==> src/rtl/ysyx_22041412_ifu.sv <==
// Instruction fetch unit: one outstanding imem request feeding a QDEPTH-entry instruction queue.
// Optional macro YSYX_22041412_IFU_ALIGN_CHECK_EN adds a sticky misaligned-redirect flag that halts fetch.
module ysyx_22041412_ifu #(
   parameter logic [63:0] RESET_PC = 64'h0000000080000000,
   parameter int          QDEPTH   = 4
) (
   input  logic        clk,
   input  logic        rst,
   output logic        imem_req_valid,
   output logic [63:0] imem_req_addr,
   input  logic        imem_req_ready,
   input  logic        imem_rsp_valid,
   input  logic [31:0] imem_rsp_data,
   input  logic        redirect_valid,
   input  logic [63:0] redirect_pc,
   output logic        out_valid,
   output logic [63:0] out_pc,
   output logic [31:0] out_inst,
   input  logic        out_ready
`ifdef YSYX_22041412_IFU_ALIGN_CHECK_EN
   ,
   output logic        misalign_err
`endif
);

   localparam int PW = $clog2(QDEPTH);
   localparam int CW = PW + 1;
   localparam logic [CW-1:0] DEPTH_C = CW'(QDEPTH);

   logic [63:0]   r_pc;
   logic [63:0]   r_req_addr;
   logic          r_outstanding;
   logic          r_drop;
   logic [PW-1:0] r_head;
   logic [PW-1:0] r_tail;
   logic [CW-1:0] r_count;
   logic [63:0]   r_q_pc   [QDEPTH];
   logic [31:0]   r_q_inst [QDEPTH];

   logic [63:0]   w_redirect_pc;
   logic          w_halt;
   logic          w_req_fire;
   logic          w_rsp_fire;
   logic          w_push;
   logic          w_pop;

`ifdef YSYX_22041412_IFU_ALIGN_CHECK_EN
   logic r_misalign;

   always_ff @(posedge clk or posedge rst) begin
      if (rst) begin
         r_misalign <= 1'b0;
      end else if (redirect_valid && (redirect_pc[1:0] != 2'b00)) begin
         r_misalign <= 1'b1;
      end
   end

   assign misalign_err  = r_misalign;
   assign w_redirect_pc = redirect_pc;
   assign w_halt        = r_misalign;
`else
   logic w_unused_low_bits;

   assign w_unused_low_bits = ^redirect_pc[1:0];
   assign w_redirect_pc     = {redirect_pc[63:2], 2'b00};
   assign w_halt            = 1'b0;
`endif

   // The slot for an outstanding response is reserved up front, so a response never finds the queue full.
   assign imem_req_valid = !rst && !r_outstanding && !r_drop && !redirect_valid && !w_halt &&
                           ((r_count + CW'(r_outstanding)) < DEPTH_C);
   assign imem_req_addr  = r_pc;

   assign w_req_fire = imem_req_valid && imem_req_ready;
   assign w_rsp_fire = imem_rsp_valid && r_outstanding;
   assign w_push     = w_rsp_fire && !r_drop && !redirect_valid;
   assign w_pop      = out_valid && out_ready && !redirect_valid;

   assign out_valid = (r_count != '0);
   assign out_pc    = out_valid ? r_q_pc[r_head]   : 64'd0;
   assign out_inst  = out_valid ? r_q_inst[r_head] : 32'd0;

   always_ff @(posedge clk or posedge rst) begin
      if (rst) begin
         r_pc          <= RESET_PC;
         r_req_addr    <= 64'd0;
         r_outstanding <= 1'b0;
         r_drop        <= 1'b0;
      end else begin
         if (redirect_valid) begin
            r_pc <= w_redirect_pc;
         end else if (w_req_fire) begin
            r_pc <= r_pc + 64'd4;
         end

         if (w_req_fire) begin
            r_req_addr <= r_pc;
         end

         if (w_req_fire) begin
            r_outstanding <= 1'b1;
         end else if (w_rsp_fire) begin
            r_outstanding <= 1'b0;
         end

         // A response still in flight at redirect belongs to the old path and must be swallowed.
         if (redirect_valid && r_outstanding && !w_rsp_fire) begin
            r_drop <= 1'b1;
         end else if (w_rsp_fire) begin
            r_drop <= 1'b0;
         end
      end
   end

   always_ff @(posedge clk or posedge rst) begin
      if (rst) begin
         r_head  <= '0;
         r_tail  <= '0;
         r_count <= '0;
      end else if (redirect_valid) begin
         r_head  <= '0;
         r_tail  <= '0;
         r_count <= '0;
      end else begin
         if (w_push) begin
            r_tail <= r_tail + PW'(1);
         end
         if (w_pop) begin
            r_head <= r_head + PW'(1);
         end
         case ({w_push, w_pop})
            2'b10:   r_count <= r_count + CW'(1);
            2'b01:   r_count <= r_count - CW'(1);
            default: r_count <= r_count;
         endcase
      end
   end

   always_ff @(posedge clk) begin
      if (w_push) begin
         r_q_pc[r_tail]   <= r_req_addr;
         r_q_inst[r_tail] <= imem_rsp_data;
      end
   end

endmodule
==> config.mk <==
export PLATFORM = sky130hd
export DESIGN_NAME = ysyx_22041412_ifu
export DESIGN_NICKNAME = d
export VERILOG_FILES = /design/src/rtl/ysyx_22041412_ifu.sv
export SDC_FILE = /design/constraint.sdc
export NUM_CORES = 1
export LEC_CHECK = 0
export CAP_MARGIN = 20
export CORE_MARGIN = 8
export CORE_UTILIZATION = 32
export DETAILED_ROUTE_END_ITERATION = 8
export HOLD_SLACK_MARGIN = 0.06
export PLACE_DENSITY_LB_ADDON = 0.05
export SYNTH_ARGS = -nofsm -noshare
export SYNTH_HDL_FRONTEND = slang
export SYNTH_SLANG_ARGS = --single-unit
==> constraint.sdc <==
create_clock -name clk -period 4.8 [get_ports clk]
set_clock_uncertainty 0.05 [all_clocks]
set_input_delay 0.96 -clock clk [delete_from_list [all_inputs] [get_ports clk]]
set_output_delay 0.96 -clock clk [all_outputs]
set_load 0.1 [all_outputs]
==> qor.txt <==
========================================================================================================
Result of the run .........................................................................    completed
Total met3 wirelength after detailed routing ..............................................      3730 um
WHS .......................................................................................     0.462 ns
RSZ-0062 raised after global routing ......................................................        false
Antenna diode instance count ..............................................................            0
Starting Density ..........................................................................        32.1%
Routed WL per cell ........................................................................      23.9 um
Setup slack after layout ..................................................................     0.844 ns
Fin nets ..................................................................................         1775
Total length of routed met2 wires .........................................................     29700 um
Post-detailed-route DRC marker count ......................................................            0
Fin area ..................................................................................  26300 sq um
Max VDD drop ..............................................................................     0.252 mV
Relative slew margins .....................................................................        26.4%
Growth of design area from synthesis to finish ............................................        25.2%
Pre-CTS setup slack .......................................................................     0.856 ns
Post-CTS clock slew at the launch and capture registers of the worst setup and hold paths .      0.06 ns
Layout Cells excl Fill ....................................................................         2579
Flops & latches, synth ....................................................................          509
Most frequent cells in the layout ......................................................... 376 x sky130_fd_sc_hd__edfxtp_1, 259 x sky130_fd_sc_hd__nand2_1, 161 x sky130_fd_sc_hd__clkdlybuf4s50_1
Number of enable flip-flop cells after synthesis ..........................................          376
Period utilization ........................................................................        82.4%
Setup bufs post-CTS .......................................................................            0
Post-Syn Area per Cell ....................................................................   15.0 sq um
Cell repeated most along the worst path ................................................... sky130_fd_sc_hd__buf_4
Core area .................................................................................  65400 sq um
Post-CTS Hold Fix Bufs ....................................................................            0
Cell with the largest stage delay on the worst path ....................................... sky130_fd_sc_hd__dfrtp_4
Crit-path cells ........................................................................... buf_4 > mux4_2 > and2_1 > buf_4
Final-layout fill cell count ..............................................................         6168
Final hold vios ...........................................................................            0
Number of buffers inserted by port buffering ..............................................          257
Max H-tree Level ..........................................................................            2
Most common cell after layout, fill and taps aside ........................................ sky130_fd_sc_hd__edfxtp_1
Post-route met1 wirelength ................................................................     26700 um
Fraction of final layout cells with drive strength greater than 1 .........................        19.2%
Clock buffer count from CTS ...............................................................           56
Min-delay worst type ......................................................................   reg -> reg
Largest net degree at the start of global routing .........................................           76
Largest buffer count on any clock path ....................................................            3
Die W .....................................................................................       272 um
Antenna-violating nets left ...............................................................            0
Arrival time at the worst endpoint ........................................................      2.95 ns
Gpl congestion ............................................................................        0.770
Placed cells ..............................................................................         2473
Placed Instance Area ......................................................................  24400 sq um
Highest attainable clock frequency ........................................................      253 MHz
Top cell family by delay on the critical path .............................................   flip-flops
Maximum Capacitance Violations ............................................................            0
Root Buffer Master ........................................................................ sky130_fd_sc_hd__clkbuf_16
Count of pins over their slew limit .......................................................            0
Post-synthesis cell area ..................................................................  21000 sq um
Required time reported for the critical path endpoint .....................................      3.79 ns
Half-perimeter wire length of the detailed placement result ...............................     40300 um
Power consumption .........................................................................      12.6 mW
Final-report setup violation count ........................................................            0
Transition time at the pin with the least slew margin .....................................      1.10 ns
Clock latency at the later pin of the worst-skew pair .....................................      0.61 ns
Number of global-route vias before repair .................................................        13500
Count of synthesis-stage warnings from yosys ..............................................            0
Most used flip-flop cell after synthesis .................................................. sky130_fd_sc_hd__edfxtp_1
Crit end category .........................................................................   output pin
Total die area ............................................................................  74100 sq um
Post-Route WL .............................................................................     61600 um
Final core area utilization ...............................................................        40.2%
Highest routed metal layer ................................................................         met4
Number of iterations in the first detailed-routing pass ...................................            5
Largest stage delay on the critical path ..................................................      0.86 ns
Iteration-0 DRC Markers ...................................................................          924
Cells after synthesis .....................................................................         1402
Combined global-route utilization of all metal layers .....................................        16.4%
Type of origin of the critical path .......................................................     register
Number of distinct library cell variants in the gate-level netlist after synthesis ........           60
Total via count after detailed routing ....................................................        12800
Class of the most critical setup path .....................................................   reg -> out
Wire length of the first global-routing pass ..............................................     91800 um
Ys async rst share ........................................................................        26.1%
Total power density per cell area .........................................................  480 nW/um^2
Vias/cell .................................................................................         4.96
Number of buffers and inverters on the critical path ......................................            2
Total global routing overflow .............................................................            0
Reported leakage power ....................................................................      9.33 nW
Final Critical Period .....................................................................      3.96 ns
CTS tree ..................................................................................        built
IO Pins ...................................................................................          264
Die H .....................................................................................       272 um
Accumulated negative setup slack ..........................................................         0 ns
Number of cells upsized or downsized after cts ............................................            0
Number of antenna violations at the first check in global routing .........................            0
Sink Count ................................................................................          509
Portion of the post-synthesis area used by sequential elements ............................        69.6%
Max FO, Critical Path .....................................................................           28
Number of placement rows ..................................................................           94
========================================================================================================
-- final cells by class --
cell class	instances	area, sq um	share of cell area (%)
timing repair buffer	285	2630	9.99
tap	864	1080	4.11
clock inverter	24	278	1.06
multi-input combinational	798	6000	22.8
inverter	17	68.8	0.262
clock buffer	82	1620	6.16
sequential	509	14600	55.6
-- registers in the layout, indices dropped and copies added, names as in the netlist, 2 cells and up --
name           cells
imem_req_addr     62
r_count            3
r_head             2
r_q_inst         128
r_q_pc           248
r_req_addr        62
r_tail             2
-- worst paths after layout --
check / from / slack, ns / depth (start not counted) / endpoint
max in group asynchronous: rst / 2.93 / 3 / r_req_addr[50]
worst max register to register: imem_req_addr[2] / 1.76 / 6 / imem_req_addr[54]
worst max-delay path: r_head[0] / 0.84 / 4 / out_pc[41]
min in group asynchronous: rst / 0.87 / 2 / imem_req_addr[2]
worst min register to register: r_req_addr[39] / 0.46 / 0 / r_q_pc[1][39]
worst min-delay path: r_req_addr[39] / 0.46 / 0 / r_q_pc[1][39]
-- cell families (layout without fill, tap and decap cells) --
family,after synthesis,count (layout),synth area share (%)
other cells,1,4,0.0178
compound gates,115,115,3.78
flops,509,509,69.6
mux,97,97,10.2
fa+ha+maj,6,6,0.393
xor+xnor,9,9,0.375
buf+inv,98,408,1.99
simple gates,567,567,13.7
-- cell usage after synthesis (3+ instances only) --
cell type / number / area share, %
sky130_fd_sc_hd__xnor2_1: 6 / 0.25
sky130_fd_sc_hd__nor4_1: 14 / 0.42
sky130_fd_sc_hd__or2_2: 3 / 0.089
sky130_fd_sc_hd__o211ai_1: 35 / 1.3
sky130_fd_sc_hd__nor3_1: 12 / 0.29
sky130_fd_sc_hd__a31oi_1: 5 / 0.15
sky130_fd_sc_hd__or3_1: 23 / 0.68
sky130_fd_sc_hd__o311ai_0: 12 / 0.50
sky130_fd_sc_hd__nand2b_1: 3 / 0.089
sky130_fd_sc_hd__or4_1: 14 / 0.50
sky130_fd_sc_hd__clkbuf_1: 47 / 0.84
sky130_fd_sc_hd__a221o_1: 4 / 0.19
sky130_fd_sc_hd__buf_2: 13 / 0.31
sky130_fd_sc_hd__ha_1: 5 / 0.30
sky130_fd_sc_hd__buf_1: 13 / 0.23
sky130_fd_sc_hd__o21ai_0: 33 / 0.79
sky130_fd_sc_hd__edfxtp_1: 376 / 54
sky130_fd_sc_hd__buf_4: 5 / 0.18
sky130_fd_sc_hd__a21oi_1: 7 / 0.17
sky130_fd_sc_hd__and4_1: 4 / 0.17
sky130_fd_sc_hd__nand4_1: 35 / 1.0
sky130_fd_sc_hd__o31ai_1: 5 / 0.18
sky130_fd_sc_hd__mux4_2: 94 / 10
sky130_fd_sc_hd__and2_1: 101 / 3.0
sky130_fd_sc_hd__xor2_1: 3 / 0.13
sky130_fd_sc_hd__nand3_1: 53 / 1.3
sky130_fd_sc_hd__and3_1: 3 / 0.089
sky130_fd_sc_hd__inv_1: 17 / 0.30
sky130_fd_sc_hd__nand2_1: 259 / 4.6
sky130_fd_sc_hd__dfrtp_1: 132 / 16
sky130_fd_sc_hd__a31o_2: 4 / 0.17
sky130_fd_sc_hd__nor2b_1: 3 / 0.089
sky130_fd_sc_hd__nor2_1: 27 / 0.48
-- per-layer routing --
metal	global-route usage, %	up-vias
met5	0	-
met4	4.34	0
met3	4.31	85
met2	26.9	326
met1	21.3	6519
li1	-	5865
-- power breakdown --
part | total [mW] | internal, mW | switching [mW]
Sequential | 5.90 | 5.38 | 0.517
Combinational | 2.32 | 0.621 | 1.70
Clock | 4.40 | 2.65 | 1.75
Note: power is estimated with default switching activity, not from simulation.
